`src/rtl/tp84_vol_lpf.sv`:
```
// TP84 output-stage model: decimates the sound mix to one sample per DIV clocks and low-pass filters it.
// Define TP84_VOLLPF_2POLE_EN to cascade a second identical pole through the same multiplier.
module tp84_vol_lpf #(
  parameter int DIV   = 298,
  parameter int COEF0 = 32767,
  parameter int COEF1 = 14000,
  parameter int COEF2 = 6000,
  parameter int COEF3 = 2500
) (
  input  logic        clk_14m,
  input  logic        n_reset,
  input  logic [1:0]  vol,
  input  logic        mute,
  input  logic [15:0] in,
  output logic [15:0] out,
  output logic        out_valid
);

  // state | meaning
  // IDLE  | wait for tick; capture x and alpha
  // DIFF  | diff = x*2^15 - y
  // MUL   | prod = diff * alpha
  // ACC   | y += prod >>> 15
  // DIFF2 | diff = y - y2            (two-pole build)
  // MUL2  | prod = diff * alpha      (two-pole build)
  // ACC2  | y2 += prod >>> 15        (two-pole build)
  // OUT   | out = sat(last pole), pulse out_valid
`ifdef TP84_VOLLPF_2POLE_EN
  typedef enum logic [2:0] {IDLE, DIFF, MUL, ACC, DIFF2, MUL2, ACC2, OUT} state_t;
`else
  typedef enum logic [2:0] {IDLE, DIFF, MUL, ACC, OUT} state_t;
`endif

  state_t             state_q, state_d;
  logic [9:0]         cnt_q, cnt_d;
  logic [15:0]        x_q, x_d;
  logic [14:0]        alpha_q, alpha_d;
  logic signed [30:0] y_q, y_d;
  logic signed [31:0] diff_q, diff_d;
  logic signed [47:0] prod_q, prod_d;
  logic [15:0]        out_q, out_d;
  logic               out_valid_q, out_valid_d;
`ifdef TP84_VOLLPF_2POLE_EN
  logic signed [30:0] y2_q, y2_d;
`endif

  logic               tick;
  logic signed [47:0] mult;
  logic               unused_prod;

  function automatic logic [14:0] coef_sel(input logic [1:0] v);
    case (v)
      2'd0:    return 15'(COEF0);
      2'd1:    return 15'(COEF1);
      2'd2:    return 15'(COEF2);
      default: return 15'(COEF3);
    endcase
  endfunction

  // A 31-bit Q16.15 value always fits after the shift; the clamp only guards against future widening.
  function automatic logic [15:0] sat16(input logic signed [30:0] acc);
    logic signed [16:0] v;
    v = {acc[30], acc[30:15]};
    if (v > 17'sd32767)
      return 16'h7FFF;
    else if (v < -17'sd32768)
      return 16'h8000;
    return v[15:0];
  endfunction

  assign tick        = (cnt_q == 10'(DIV - 1));
  assign mult        = $signed({{16{diff_q[31]}}, diff_q}) * $signed({33'd0, alpha_q});
  assign unused_prod = ^{prod_q[47:46], prod_q[14:0]};

  always_comb begin
    state_d     = state_q;
    cnt_d       = tick ? 10'd0 : cnt_q + 10'd1;
    x_d         = x_q;
    alpha_d     = alpha_q;
    y_d         = y_q;
    diff_d      = diff_q;
    prod_d      = prod_q;
    out_d       = out_q;
    out_valid_d = 1'b0;
`ifdef TP84_VOLLPF_2POLE_EN
    y2_d        = y2_q;
`endif
    case (state_q)
      IDLE: begin
        if (tick) begin
          x_d     = mute ? 16'd0 : in;
          alpha_d = coef_sel(vol);
          state_d = DIFF;
        end
      end
      DIFF: begin
        diff_d  = $signed({x_q[15], x_q, 15'd0}) - $signed({y_q[30], y_q});
        state_d = MUL;
      end
      MUL: begin
        prod_d  = mult;
        state_d = ACC;
      end
      ACC: begin
        y_d = y_q + $signed(prod_q[45:15]);
`ifdef TP84_VOLLPF_2POLE_EN
        state_d = DIFF2;
`else
        state_d = OUT;
`endif
      end
`ifdef TP84_VOLLPF_2POLE_EN
      DIFF2: begin
        diff_d  = $signed({y_q[30], y_q}) - $signed({y2_q[30], y2_q});
        state_d = MUL2;
      end
      MUL2: begin
        prod_d  = mult;
        state_d = ACC2;
      end
      ACC2: begin
        y2_d    = y2_q + $signed(prod_q[45:15]);
        state_d = OUT;
      end
`endif
      OUT: begin
`ifdef TP84_VOLLPF_2POLE_EN
        out_d = sat16(y2_q);
`else
        out_d = sat16(y_q);
`endif
        out_valid_d = 1'b1;
        state_d     = IDLE;
      end
      default: state_d = IDLE;
    endcase
  end

  always_ff @(posedge clk_14m) begin
    if (!n_reset) begin
      state_q     <= IDLE;
      cnt_q       <= '0;
      x_q         <= '0;
      alpha_q     <= 15'(COEF0);
      y_q         <= '0;
      diff_q      <= '0;
      prod_q      <= '0;
      out_q       <= '0;
      out_valid_q <= 1'b0;
`ifdef TP84_VOLLPF_2POLE_EN
      y2_q        <= '0;
`endif
    end else begin
      state_q     <= state_d;
      cnt_q       <= cnt_d;
      x_q         <= x_d;
      alpha_q     <= alpha_d;
      y_q         <= y_d;
      diff_q      <= diff_d;
      prod_q      <= prod_d;
      out_q       <= out_d;
      out_valid_q <= out_valid_d;
`ifdef TP84_VOLLPF_2POLE_EN
      y2_q        <= y2_d;
`endif
    end
  end

  assign out       = out_q;
  assign out_valid = out_valid_q;

endmodule
```
`config.mk`:
```
export PLATFORM = sky130hd
export DESIGN_NAME = tp84_vol_lpf
export DESIGN_NICKNAME = d
export VERILOG_FILES = /design/src/rtl/tp84_vol_lpf.sv
export SDC_FILE = /design/constraint.sdc
export NUM_CORES = 1
export LEC_CHECK = 0
export CAP_MARGIN = 20
export CORE_ASPECT_RATIO = 1.5
export CORE_MARGIN = 2
export CORE_UTILIZATION = 65
export DETAILED_ROUTE_END_ITERATION = 10
export HOLD_SLACK_MARGIN = 0.1
export PLACE_DENSITY = 0.83
export SYNTH_ARGS = -nofsm -noshare
export SYNTH_HDL_FRONTEND = slang
export SYNTH_SLANG_ARGS = --single-unit
```
`constraint.sdc`:
```
create_clock -name clk_14m -period 8.1 [get_ports clk_14m]
set_clock_uncertainty 0.1 [all_clocks]
set_input_delay 2.43 -clock clk_14m [delete_from_list [all_inputs] [get_ports clk_14m]]
set_output_delay 2.43 -clock clk_14m [all_outputs]
set_load 0.01 [all_outputs]
```
-- Yosys cells after proc, flatten, opt, wreduce, memory -nomap -nowiden
Cells that the tools add are included.
- bits in registers: 170
- input port bits: 21
- word-level logic and storage cells: 39
- equality and inequality tests: 8
- reduce and logical (&&, ||, !) cells: 4
- order comparisons: 2
- multiplexer cells: 11
- $add $sub $neg: 3
- $mul: 1
- bitwise gates (word level): 1
- operators by type and width (cell ; number):
    2-to-1 mux 16 bit ; 4
    multiplier 32 x 16 -> 46 bit ; 1
    one-hot mux 15 bit (3 select lines) ; 1
    subtractor 31 x 31 -> 32 bit ; 1
    adder 31 bit ; 1
    greater-than comparator 16 bit, second input constant ; 1
    less-than comparator 16 bit, second input constant ; 1
    one-hot mux 3 bit (4 select lines) ; 1
    adder 10 x 1 -> 10 bit, second input constant ; 1
    == test 10 x 9 -> 1 bit, second input constant ; 1
    == test 3 x 2 -> 1 bit, second input constant ; 2
    2-to-1 mux 1 bit ; 4
    == test 3 x 1 -> 1 bit, second input constant ; 1
    == test 3 bit, second input constant ; 1
    logical NOT 3 bit ; 1
    2-to-1 mux 3 bit ; 1
    == test 2 x 1 -> 1 bit, second input constant ; 1
    == test 2 bit, second input constant ; 1
    logical NOT 2 bit ; 1
    inequality test 2 bit, second input constant ; 1
    AND reduction 2 bit ; 1
    OR reduction 2 bit ; 1
    NOT 1 bit ; 1

-- Longest topological paths before layout
Gate-level depths: netlist (run 1).
- word-level depth: 5
- depth in mapped cells: 29
- mapped depth without buffers: 27

-- Worst setup path before layout (run 1)
Ideal clock, no wire load.
- path type: register to register
- start point: register alpha_q[12]
- end point: register prod_q[43]
- cell stages (with the launch flop): 26
- library setup time: 120 ps
- required time: 7880 ps
- buffers on the path: 3
- arrival time: 6837 ps
- path slack: 1043 ps
- path through: dfxtp_1 clkbuf_1 clkbuf_1 clkbuf_1 nand2_1 fa_1 fa_1 inv_1 fa_1 fa_1 fa_1 inv_1 fa_1 inv_1 ha_1 a21o_1 a21o_1 a21oi_1 a21oi_1 or2_2 a31oi_1 o41ai_2 and3_1 o31ai_1 nor4_1 a211o_1
- word-level cells in the longest chain between the ends: 1
- ends and longest elaborated chain (element ; line ; RTL):
    from (decl) ; 37 ; logic [14:0] alpha_q, alpha_d;
    from (signal assigned) ; 144 ; alpha_q <= 15'(COEF0);
    from (signal assigned) ; 157 ; alpha_q <= alpha_d;
    multiplier 32 x 16 -> 46 bit ; 72 ; assign mult = $signed({{16{diff_q[31]}}, diff_q}) * $signed({33'd0, alpha_q});
    to (signal assigned) ; 160 ; prod_q <= prod_d;
    to (decl) ; 40 ; logic signed [47:0] prod_q, prod_d;
Every way passes these cells.
A chain may end at the register's enable or synchronous reset.

-- Worst setup path in the final report (run 1)
- start point: register alpha_q[12]
- end point: register prod_q[38]
The elaborated chain is that of the path after synthesis.

==> metrics, run 1 <==
net count after synthesis 3133; gpl congestion 0.9993; clock buffer depth 2; antenna-violating nets left 0; CP startpoint kind register; Fillers 2498; initial antenna violation count 0; DRT iter0 DRCs 1225; min Tclk post-route 7.587 ns; # IOs 38; DRT Wirelength 58580 um; met3 global-route usage 5.932%; Syn Area/Cell 8.714 um2; area of the multi-input gates 17060 um2; final core occ 69.36%; global-route wire length before repair 96030 um; CTS tree done; vias 17602; starting density of the core 65.46%; EDFF count, synth 0; share of cells above drive strength 1 4.216%; CP endpoint kind register; grt ovf 0; max-slew violations 0; clk slew on worst S/H paths 0.07 ns; max-cap violations 0; gr busiest metal met2; crit path DAT 7.83 ns; DRT Pass-1 Iters 9; WP data required 8.34 ns; Via density 5.941; Final HPWL DP 48530 um; top_reg_cell synth dfxtp_1; Total Routing Usage GR 34.45%; cells after synthesis 2551; pin count of the biggest net entering global routing 64; synthesis-to-layout area growth 5.955%; Finished Cell Area 23550 um2; most frequent cells in the layout inv_1 (482), fa_1 (369), nand2_1 (342); post-CTS setup buffer count 0; Clk Latency, worst-skew pair 0.43 ns; Leakage 0.01217 uW; Peak VDD IR 0.1753 mV; NumNets Final 3107; commonest non-fill, non-tap cell in the layout inv_1; Die W 155.0 um; synth warn 0; Crit Path Class register to register; hold_buf cts 0; RSZ-0062 raised after global routing no; Final Hold Viols 0; post-synthesis register bit count 146; sequential-to-total area share from yosys stat 13.15%; Pwr Density 65.85 nW/um2; outcome completed; final setup vio count 0; CTS Sinks 146; number of remaining DRC errors 0; register area 2924 um2; worst-margin pin slew 1.090 ns; Netlist cell types 70; Tot Pwr 1551 uW; post_cts resized 0; Post-Syn Area 22230 um2; GR Util met2 60.74%; Antenna Cells 0; Placed Area 22970 um2; worst hold-check path type register to register; clk root buf clkbuf_16; Core Area 33960 um2; routed len/inst 19.77 um; H-tree depth 4; cts bufs inserted 17; # rows 83; vias in the first global route 19221; ys async rst share 0%; Die ar. 35730 um2; max_slew headroom 26.38%; Max Fanout on Critical Path 33; Port Buf Inserts 37; Tcrit/Tclk final 93.67%; met1 GRT Util 34.02%; Max Freq 0.1318 GHz; Die Height 230.5 um; setup_tns 0 ns
where the power goes:
part	internal (uW)	leakage (uW)	switching (uW)
clock network	442	0.000285	357
logic	12.5	0.0107	18.9
registers	719	0.00118	1.97
kinds of logic after synthesis:
group,Yosys count,synth area share (%)
mux,3,0.1351
fa+ha+maj,574,44.62
compound gates,374,10.67
xor+xnor,175,6.895
simple gates,678,14.34
buf+inv,601,10.19
flops,146,13.15
per-layer routing:
layer | wire, um | share of wire (%) | vias up
met3 | 3031 | 5.2 | 339
li1 | - | - | 7949
met1 | 18570 | 32 | 8592
met2 | 30330 | 52 | 722
met5 | 0 | 0 | -
met4 | 6641 | 11 | 0
sequential cells by signal (all words and copies together), names as in the netlist:
register / cells
x_q: 16
alpha_q: 6
y_q: 31
out: 16
out_valid: 1
state_q: 3
diff_q: 32
cnt_q: 10
prod_q: 31
final cells by class:
type                       count  area share, %
multi-input combinational   1804          72.41
sequential                   146          12.41
inverter                     484          7.718
timing repair buffer          72          2.720
tap                          425          2.258
clock buffer                  18          1.865
clock inverter                14         0.6109
stage by stage:
step,setup WS [ns],hold WS [ns],cells
after CTS,0.6417,0.3567,2963
final,0.5128,0.3575,2963
after detailed placement,0.6916,0.3467,2931
after global placement,0.9178,0.3459,2930
after global routing,0.2230,0.3793,2963
after floorplan,1.043,0.3356,2551
synthesized netlist by cell type, types with 4 or more instances:
cell,count,area (um2)
o21a_1,4,30.03
dfxtp_1,146,2923
nor4_1,7,43.79
nand2b_1,9,56.30
a31oi_1,24,150.1
o211ai_1,11,82.58
nor3_1,18,90.09
buf_1,8,30.03
inv_1,483,1813
ha_1,192,2402
a21oi_2,4,35.03
maj3_1,13,130.1
nor2_1,86,322.8
nand4_1,12,75.07
o21bai_1,15,112.6
nand2_1,342,1284
fa_1,369,7387
a21oi_1,161,805.8
a21o_1,35,262.8
a211oi_1,12,90.09
or3_1,7,43.79
and3_1,14,87.58
or2_2,6,37.54
nand3_1,33,165.2
and2_1,93,581.8
nor2b_1,8,50.05
xnor2_1,102,893.4
xor2_1,73,639.4
a31o_2,9,78.83
clkbuf_1,106,397.9
nor3b_1,20,150.1
nand3b_1,6,45.04
o21ai_0,50,250.2
o31ai_1,12,90.09
final timing paths:
| path | from | to | depth (start not counted) | slack, ns |
|---|---|---|---|---|
| hold reg to reg | out[9] | out[9] | 2 | 0.36 |
| hold / removal | out[9] | out[9] | 2 | 0.36 |
| setup / recovery | alpha_q[12] | prod_q[38] | 23 | 0.51 |
| setup reg to reg | alpha_q[12] | prod_q[38] | 23 | 0.51 |
critical path: stages (launching register included):
cell,delay (ns)
dfxtp_2,0.52
buf_4,0.41
nand2_1,0.24
xor2_1,0.23
ha_1,0.21
a31oi_1,0.21
fa_1,0.48
fa_1,0.56
inv_1,0.05
fa_1,0.57
fa_1,0.45
fa_1,0.44
ha_1,0.31
a21oi_1,0.21
nor2b_1,0.07
a31o_2,0.22
a21oi_2,0.31
o21ai_2,0.20
o41ai_4,0.38
o31ai_2,0.17
a311oi_4,0.43
o21bai_1,0.18
a2111o_1,0.44
o311ai_1,0.08
Note: power is estimated with default switching activity, not from simulation.
==> inputs of run 2 (changes only) <==
- CORE_MARGIN: 2 -> default
- GPL_TIMING_DRIVEN: default -> 0
==> metrics, run 2 (same netlist as run 1, synthesis figures left out) <==
worst-margin pin slew 1.050 ns (-0.04030 ns); Total Routing Usage GR 41.53% (+7.1 points); Non-Filler Instances 3040 (+2.6%); Pwr Density 66.19 nW/um2 (+0.53%); Reg2Reg Depth 25 (+8.7%); routed len/inst 22.53 um (+14%); Tot Pwr 1576 uW (+1.6%); Die W 153.0 um (-1.3%); Hold Crit Endpoint out[7]; vias 18400 (+4.5%); setup_tns 0 ns (unchanged); Tcrit/Tclk final 98.79% (+5.1 points); grt ovf 0 (unchanged); Final Hold Viols 0 (unchanged); Via density 6.053 (+1.9%); share of cells above drive strength 1 4.009% (-0.21 points); min Tclk post-route 8.002 ns (+0.4144 ns); final setup slack of the worst path 0.09841 ns (-0.4144 ns); hold depth 2 (unchanged); R2R Path Start alpha_q[11]; max reg flops 32 (unchanged); starting density of the core 66.26% (+0.80 points); worst min-delay path startpoint out[7]; reg2reg setup slack 0.1 ns (-0.41 ns); Port Buf Inserts 36 (-2.7%); number of remaining DRC errors 0 (unchanged); Die ar. 34960 um2 (-2.1%); initial antenna violation count 1 (+1); met1 GRT Util 42.00% (+8.0 points); vias in the first global route 20249 (+5.3%); cts bufs inserted 17 (unchanged); most frequent cells in the layout inv_1 (483), fa_1 (367), nand2_1 (339); CTS tree done; DRT iter0 DRCs 1414 (+15%); clock buffer depth 2 (unchanged); DRT Pass-1 Iters 6 (-3); CP startpoint kind register; max-slew violations 0 (unchanged); Clk Latency, worst-skew pair 0.43 ns (about the same); DRT Wirelength 68490 um (+17%); Leakage 0.01222 uW (+0.40%); dpl cells 3008 (+2.6%); antenna-violating nets left 0 (unchanged); WP data required 8.28 ns (-0.06 ns); Die Height 228.5 um (-0.87%); Fillers 2688 (+7.6%); Max Fanout on Critical Path 10 (-70%); H-tree depth 4 (unchanged); pre-CTS setup slack -1.162 ns (-1.854 ns); Core Area 33550 um2 (-1.2%); CP endpoint kind register; Peak VDD IR 0.1544 mV (-12%); outcome completed; Crit Path Class register to register; crit path DAT 8.18 ns (+0.35 ns); final setup vio count 0 (unchanged); global-route wire length before repair 108900 um (+13%); NumNets Final 3188 (+2.6%); CTS Sinks 146 (unchanged); GR Util met2 71.70% (+11 points); Largest regs diff_q: 32 flops, prod_q: 31 flops, y_q: 31 flops; gr busiest metal met2; commonest non-fill, non-tap cell in the layout inv_1; # rows 82 (-1.2%); met3 global-route usage 8.513% (+2.6 points); largest register by flop count diff_q; synthesis-to-layout area growth 7.114%; pin count of the biggest net entering global routing 17 (-73%); clk root buf clkbuf_16; FF-to-FF End prod_q[45]; max-cap violations 0 (unchanged); Final HPWL DP 56070 um (+16%); # IOs 38 (unchanged); worst hold-check path type register to register; gpl congestion 1.043 (+4.3%); max_slew headroom 29.99% (+3.6 points); Max Freq 0.1250 GHz (-5.2%); clk slew on worst S/H paths 0.07 ns (about the same)
==> run 2: changes by cell type in the layout (fill, tap and decap cells not counted), sizes merged <==
cell / before / now
clkbuf: 18 / 123
buf: 35 / 14
inv: 489 / 487
bufinv: 1 / 2
clkdlybuf4s50: 37 / 36
clkinv: 6 / 5
diode: 0 / 1
==> run 2: metrics by stage <==
step / area (um2) / util, % / hold slack (ns)
floorplan: 22230 / - / 0.3356
global placement: 23120 / 68.90 / 0.3451
detailed placement: 23120 / 68.92 / 0.3471
CTS: 23760 / 70.83 / 0.3563
global route: 23810 / 70.97 / 0.3828
finish: 23810 / 70.97 / 0.3542
==> run 2: how the worst max path moves through the flow <==
| stage | end | from | slack [ns] |
|---|---|---|---|
| 2_1_floorplan | prod_q[43] | alpha_q[12] | 1.04 |
| 3_3_place_gp | prod_q[45] | alpha_q[11] | -0.98 |
| 3_5_place_dp | prod_q[45] | alpha_q[11] | -1.16 |
| 4_1_cts | prod_q[45] | alpha_q[11] | 0.03 |
| 5_1_grt | prod_q[38] | alpha_q[12] | -0.002 |
| 6_report | prod_q[45] | alpha_q[11] | 0.1 |
==> run 2: power by group <==
part	switching [uW]	internal, uW
clock	334	484
combinational	24.1	13.2
sequential	1.75	719
==> run 2: worst max-delay path, cell delays in order, from the launching register on <==
cell and delay, ns:
dfxtp_4 0.46, clkbuf_4 0.29, clkbuf_4 0.29, clkbuf_4 0.35
nand2_1 0.15, fa_1 0.59, fa_1 0.52, inv_1 0.06
fa_1 0.54, fa_1 0.49, fa_1 0.58, inv_1 0.06
fa_1 0.55, inv_1 0.05, ha_1 0.37, a21o_1 0.18
a21o_1 0.19, a21oi_1 0.21, a21oi_1 0.08, or2_2 0.29
a31oi_2 0.36, o41ai_2 0.17, a21oi_1 0.28, o221ai_1 0.18
xnor2_1 0.30, a21oi_1 0.13
==> run 2: layer usage <==
metal	share of wire (%)	wire length (um)
met1	33	22270
met2	50	33920
met3	6.8	4626
met4	11	7653
met5	0.023	16
==> run 2: timing repair <==
| action | in CTS | in global routing |
|---|---|---|
| resized for setup | 21 | 36 |
| setup buffers | 0 | 1 |
| pin swaps | 0 | 1 |
| endpoints found under the setup margin | 22 | 13 |
| hold buffers | 0 | 0 |
==> run 2: area by class of cell <==
| class | count | area [um2] | area share (%) |
|---|---|---|---|
| multi-input cells | 1804 | 17060 | 71.65 |
| flip-flops and latches | 146 | 2929 | 12.30 |
| inverters | 484 | 1817 | 7.630 |
| well taps | 420 | 525.5 | 2.207 |
| plain buffers | 115 | 491.7 | 2.065 |
| clock buffers | 20 | 466.7 | 1.960 |
| repair buffers | 38 | 375.4 | 1.576 |
| clock inverters | 12 | 143.9 | 0.6043 |
| diodes | 1 | 2.502 | 0.01051 |
